## src/rtl/interrupt_controller.sv

```systemverilog
// Prioritised, maskable interrupt controller with a memory-mapped register block on the
// dMemIO bus; one interrupt is held in service at a time until software writes EOI.
module interrupt_controller #(
    parameter int unsigned NUM_IRQ       = 8,
    parameter logic [15:0] BASE_ADDR     = 16'h1080,
    parameter logic [15:0] VECTOR_BASE   = 16'h0008,
    parameter logic [15:0] VECTOR_STRIDE = 16'h0004
) (
    input  logic               clk,
    input  logic               rst_n,
    input  logic [NUM_IRQ-1:0] irq_in,
    input  logic [15:0]        io_addr,
    input  logic [7:0]         io_wdata,
    input  logic               io_we,
    input  logic               io_re,
    output logic [7:0]         io_rdata,
    output logic               irq_req,
    input  logic               irq_ack,
    output logic [15:0]        interrupt_vector
);
    localparam int unsigned DATA_W = 8;
    localparam int unsigned ID_W   = 3;
    localparam int unsigned VEC_W  = 16;

    localparam logic [1:0] IDLE = 2'd0;
    localparam logic [1:0] REQ  = 2'd1;
    localparam logic [1:0] SVC  = 2'd2;

    localparam logic [2:0] OFF_ENABLE  = 3'd0;
    localparam logic [2:0] OFF_PENDING = 3'd1;
    localparam logic [2:0] OFF_MODE    = 3'd2;
    localparam logic [2:0] OFF_ACTIVE  = 3'd3;
    localparam logic [2:0] OFF_EOI     = 3'd4;

    logic [NUM_IRQ-1:0] syncMeta;
    logic [NUM_IRQ-1:0] syncS;
    logic [NUM_IRQ-1:0] syncSd;
    logic [NUM_IRQ-1:0] enableReg;
    logic [NUM_IRQ-1:0] modeReg;
    logic [NUM_IRQ-1:0] pending;
    logic [NUM_IRQ-1:0] pendingNext;
    logic [NUM_IRQ-1:0] cand;
    logic [NUM_IRQ-1:0] edgeSet;
    logic [NUM_IRQ-1:0] edgeClear;
    logic [NUM_IRQ-1:0] ackClear;
    logic [NUM_IRQ-1:0] wdataBits;

    logic [1:0]         state;
    logic [1:0]         stateNext;
    logic [ID_W-1:0]    id;
    logic [ID_W-1:0]    idNext;
    logic [ID_W-1:0]    winner;
    logic               candAny;
    logic               candAtId;
    logic               ackTake;
    logic               irqReqNext;
    logic [VEC_W-1:0]   vectorNext;
    logic               inService;

    logic               blockSel;
    logic [2:0]         regOffset;
    logic               wrEnable;
    logic               wrPending;
    logic               wrMode;
    logic               wrEoi;
    logic               rdSel;
    logic [DATA_W-1:0]  readData;

    assign blockSel  = (io_addr[15:3] == BASE_ADDR[15:3]);
    assign regOffset = io_addr[2:0];
    assign wrEnable  = blockSel && io_we && (regOffset == OFF_ENABLE);
    assign wrPending = blockSel && io_we && (regOffset == OFF_PENDING);
    assign wrMode    = blockSel && io_we && (regOffset == OFF_MODE);
    assign wrEoi     = blockSel && io_we && (regOffset == OFF_EOI);
    assign rdSel     = blockSel && io_re;
    assign wdataBits = io_wdata[NUM_IRQ-1:0];
    assign inService = (state == SVC);
    assign cand      = pending & enableReg;
    assign edgeSet   = syncS & ~syncSd;

    // Two-flop synchroniser plus a delayed copy for rising-edge detection
    always_ff @(posedge clk or negedge rst_n) begin
        if (!rst_n) begin
            syncMeta <= '0;
            syncS    <= '0;
            syncSd   <= '0;
        end else begin
            syncMeta <= irq_in;
            syncS    <= syncMeta;
            syncSd   <= syncS;
        end
    end

    always_ff @(posedge clk or negedge rst_n) begin
        if (!rst_n) begin
            enableReg <= '0;
            modeReg   <= '0;
        end else begin
            if (wrEnable) enableReg <= wdataBits;
            if (wrMode)   modeReg   <= wdataBits;
        end
    end

    // Edge sources: set beats clear. Level sources simply track the synchronised line.
    always_comb begin
        ackClear = '0;
        for (int i = 0; i < NUM_IRQ; i++) begin
            ackClear[i] = ackTake && (id == ID_W'(i));
        end
        edgeClear   = (wrPending ? wdataBits : '0) | ackClear;
        pendingNext = (modeReg & (edgeSet | (pending & ~edgeClear))) | (~modeReg & syncS);
    end

    always_ff @(posedge clk or negedge rst_n) begin
        if (!rst_n) pending <= '0;
        else        pending <= pendingNext;
    end

    // Lowest set index wins; candAtId tracks whether the latched request is still live
    always_comb begin
        winner   = '0;
        candAtId = 1'b0;
        candAny  = |cand;
        for (int i = NUM_IRQ - 1; i >= 0; i--) begin
            if (cand[i]) winner = ID_W'(i);
        end
        for (int i = 0; i < NUM_IRQ; i++) begin
            if (id == ID_W'(i)) candAtId = cand[i];
        end
    end

    always_comb begin
        stateNext  = state;
        idNext     = id;
        irqReqNext = irq_req;
        vectorNext = interrupt_vector;
        ackTake    = 1'b0;
        case (state)
            IDLE: begin
                if (candAny) begin
                    stateNext  = REQ;
                    idNext     = winner;
                    irqReqNext = 1'b1;
                    vectorNext = VEC_W'(VECTOR_BASE + VEC_W'(winner) * VECTOR_STRIDE);
                end
            end
            REQ: begin
                if (irq_ack) begin
                    stateNext  = SVC;
                    irqReqNext = 1'b0;
                    ackTake    = 1'b1;
                end else if (!candAtId) begin
                    stateNext  = IDLE;
                    irqReqNext = 1'b0;
                end
            end
            SVC: begin
                if (wrEoi) stateNext = IDLE;
            end
            default: begin
                stateNext  = IDLE;
                irqReqNext = 1'b0;
            end
        endcase
    end

    always_ff @(posedge clk or negedge rst_n) begin
        if (!rst_n) begin
            state            <= IDLE;
            id               <= '0;
            irq_req          <= 1'b0;
            interrupt_vector <= VECTOR_BASE;
        end else begin
            state            <= stateNext;
            id               <= idNext;
            irq_req          <= irqReqNext;
            interrupt_vector <= vectorNext;
        end
    end

    // Unselected reads return zero so the result can be OR-merged onto the shared bus
    always_comb begin
        readData = '0;
        case (regOffset)
            OFF_ENABLE:  readData = DATA_W'(enableReg);
            OFF_PENDING: readData = DATA_W'(pending);
            OFF_MODE:    readData = DATA_W'(modeReg);
            OFF_ACTIVE:  readData = {inService, 4'b0000, inService ? id : ID_W'(0)};
            default:     readData = '0;
        endcase
    end

    always_ff @(posedge clk or negedge rst_n) begin
        if (!rst_n) io_rdata <= '0;
        else        io_rdata <= rdSel ? readData : '0;
    end

endmodule

```

## config.mk

```make
export PLATFORM = sky130hd
export DESIGN_NAME = interrupt_controller
export DESIGN_NICKNAME = d
export VERILOG_FILES = /design/src/rtl/interrupt_controller.sv
export SDC_FILE = /design/constraint.sdc
export NUM_CORES = 1
export LEC_CHECK = 0
export CAP_MARGIN = 20
export CORE_MARGIN = 5
export CORE_UTILIZATION = 50
export CTS_CLUSTER_SIZE = 25
export DETAILED_ROUTE_END_ITERATION = 10
export PLACE_DENSITY = 0.78
export SLEW_MARGIN = 20
export SYNTH_ARGS = -nofsm -noshare
export SYNTH_HDL_FRONTEND = slang
export SYNTH_SLANG_ARGS = --single-unit
```

## constraint.sdc

```tcl
create_clock -name clk -period 1.9 [get_ports clk]
set_input_delay 0.38 -clock clk [delete_from_list [all_inputs] [get_ports clk]]
set_output_delay 0.38 -clock clk [all_outputs]
set_load 0.03 [all_outputs]
```

==> key figures <==
Floorplanning
  • DIE AREA: 7390 um^2
  • FP Rows: 27
  • Die Span Y: 86.0 um
  • Chip width: around 86 um
  • Initial core utilization: 0.518
  • Core Region: roughly 5600 um^2
  • Ports: 62

STA
  • # setup viols final: 0
  • WHS: 0.0187 ns
  • Final setup margin: 0.0599 ns
  • Fin. Hold Viols: 0
  • Final worst path period share: 0.968
  • Rel. slew slack: 0.664
  • Minimum clock period: 1.84 ns
  • Worst slew pin tran: about 0.50 ns
  • Max Slew Vio Count: 0
  • Worst clock skew: 0.00592 ns
  • Peak Freq: 543 MHz

Routing
  • # DRC: 0
  • 1st-pass router iterations: 4
  • Routed len/inst: 16.0 um
  • Initial DRC count: 136
  • Final WL: 6440 um
  • Antenna-violating nets left: 0
  • Avg Vias per Cell: 5.39
  • Total number of vias: 2161

Synth
  • Cell Area, Synth: 2890 um^2
  • Synth async-reset ratio: 1.00
  • Cell variety after synth: 50
  • Yosys warns: 0
  • Top-area cell type share of the netlist area: 0.555
  • Main flop type after synthesis: dfrtp_1
  • Post-synthesis sequential area ratio: 0.564
  • Post-Synth Adder-Cell Area: 0.00434
  • Syn_area_per_cell: roughly 12 um^2
  • Post-Synth XOR/XNOR Area: 0
  • Post-synth EDFFs: 0
  • Largest cells by area after synthesis: dfrtp_1, mux2_2, nand2_1
  • Mux contribution to synthesized area: 0.0980
  • Area leader, netlist: dfrtp_1
  • Largest family of logic cells by synthesized area: simple AND/OR/NAND/NOR gates
  • Post-Synth Simple-Gate Area: 0.144
  • Compound-cell area share of the yosys netlist: 0.130
  • Syn Inst Count: 250
  • Number of synthesized register bits: 65

Cells and area
  • Post-Route Utilization: 0.688
  • Nets@finish: 362
  • Share of cells above drive strength 1: 0.207
  • Multi-input logic area: approximately 1200 um^2
  • Fillers: between 400 and 500
  • Sequential cell area: 1630 um^2
  • Syn-to-layout area delta: 32.8%
  • Finished Cell Area: 3830 um^2
  • Ant diodes: 0

Hold path
  • Min-delay worst type: in -> async

GRT
  • Largest net degree at the start of global routing: 43
  • Total gr overflow: 0
  • Vias in the first global route: 2189
  • Initial antenna violation count: 0
  • Gr usage total: 0.192
  • Global-route wire length before repair: 10800 um

Placement
  • Port Buffers: 49
  • Post-Place Setup Slack: -0.415 ns
  • Gpl congestion: 0.928
  • Hpwl dp: 4900 um
  • Cell Area, Placed: 3560 um^2

Worst setup path
  • CP endpoint kind: flop
  • Crit path kind: in -> reg
  • Startpoint types: input pin
  • Worst path arrival time: between 2 and 2.5 ns
  • Critical path peak fanout: 8
  • Critical Path RT: 2.13 ns

CTS
  • Max clock buf depth: 2
  • Insertion delay to the later sink of the worst-skew pair: roughly 0.34 ns
  • CTS tree: yes
  • Reg clk slew, reported paths: 0.07 ns
  • Clock sinks: 65
  • Clock Tree Root: clkbuf_8
  • Htree depth: 3
  • CTS Buf Count: 9
  • Post-CTS setup repair buffer count: 0

Power and ir drop
  • Leakage: 1.81 nW
  • Power per Cell Area: between 700 and 800 nW/um^2
  • Maximum vdd drop: approximately 0.62 mV

Flow run
  • Number of max-cap violations: 0

Outcome
  • Status: complete, no violations
-- area by class of cell --
cell class / count / area share
flip-flops and latches: 65 / 0.425
multi-input cells: 169 / 0.301
repair buffers: 73 / 0.185
clock buffers: 12 / 0.0405
well taps: 72 / 0.0235
clock inverters: 4 / 0.0196
inverters: 6 / 0.00588
-- Yosys cell counts (2+ instances only) --
cell type   n
a32oi_1     2
buf_2       2
o22ai_1     3
nor2b_1     6
o211ai_1    3
nand2b_1    2
clkbuf_1    3
a21o_1      8
a22o_1      2
nor4_4      2
dfrtp_1    64
o21ai_0     4
a21oi_1    15
mux2_2     16
nand2_1    31
mux2i_1     8
a221oi_1    3
inv_1       6
mux2_1      2
nor2_1     19
o311ai_0    2
nand3_1     5
buf_4      15
-- cell families after synthesis --
family	Yosys count
simple gates	76
buf+inv	27
compound gates	54
flops	65
fa+ha+maj	1
mux	26
other cells	1
-- cell usage in the layout (no fill, tap or decap), types with 3 or more instances in the layout --
cell	count
o211ai_1	3
nand2_1	31
mux2_2	16
nand3_1	5
o21ai_0	4
a21oi_1	15
nor2_1	19
clkbuf_8	11
inv_1	6
conb_1	12
a221oi_1	3
nor2b_1	5
a21o_1	8
mux2i_1	8
clkdlybuf4s50_1	39
buf_4	21
dlymetal6s2s_1	7
o22ai_1	3
dfrtp_1	64
-- report_power, final --
group          switching, W  internal [W]
combinational      0.000120      0.000106
clock              0.000509      0.000810
sequential        0.0000185       0.00142
-- worst paths after layout --
kind / startpoint / endpoint / slack (ns) / cells past startpoint
worst min-delay path: rst_n / syncMeta[5]$_DFF_PN0_ / 0.02 / 2
max in group asynchronous: rst_n / interrupt_vector[3]$_DFFE_PN1P_ / 1.42 / 2
worst min register to register: syncMeta[2]$_DFF_PN0_ / syncS[2]$_DFF_PN0_ / 0.35 / 0
worst max register to register: enableReg[5]$_DFFE_PN0P_ / interrupt_vector[4]$_DFFE_PN0P_ / 0.16 / 5
worst max-delay path: io_addr[12] / modeReg[1]$_DFFE_PN0P_ / 0.06 / 6
min in group clk: syncMeta[2]$_DFF_PN0_ / syncS[2]$_DFF_PN0_ / 0.35 / 0
-- flip-flops by register name (all words and copies together) (netlist names) --
name and cells:
enableReg 8, id 3, interrupt_vector 3, io_rdata 8, irq_req 1, modeReg 8, pending 8, state 2
syncMeta 8, syncS 8, syncSd 8
-- per-layer routing --
metal | part of all wire | up-vias | global-route usage | wire [um]
li1 | - | 1014 | - | -
met1 | 0.41 | 1059 | 0.232 | 2640
met2 | 0.49 | 76 | 0.310 | 3180
met3 | 0.076 | 12 | 0.0586 | 491
met4 | 0.019 | 0 | 0.0950 | 123
met5 | 0 | - | 0 | 0
-- critical path, stage by stage --
cell and delay [ns]:
clkdlybuf4s50_1 0.46, nor3b_2 0.29, nor3b_2 0.27, and3_4 0.22, buf_12 0.12, mux2_2 0.33
-- what timing repair did --
action | in CTS | in global routing
resized for setup | 4 | 10
pin swaps | 2 | 6
hold buffers | 0 | 0
endpoints found under the setup margin | 18 | 22
-- stage by stage --
| step | power [W] | instances | setup TNS [ns] |
|---|---|---|---|
| floorplan | 0.00156 | 261 | 0 |
| global placement | 0.00169 | 385 | -8.94 |
| detailed placement | 0.00169 | 385 | -10.15 |
| CTS | 0.00302 | 401 | -0.0715 |
| global route | 0.00311 | 401 | -0.00106 |
| finish | 0.00298 | 401 | 0 |
Note: power is estimated with default switching activity, not from simulation.
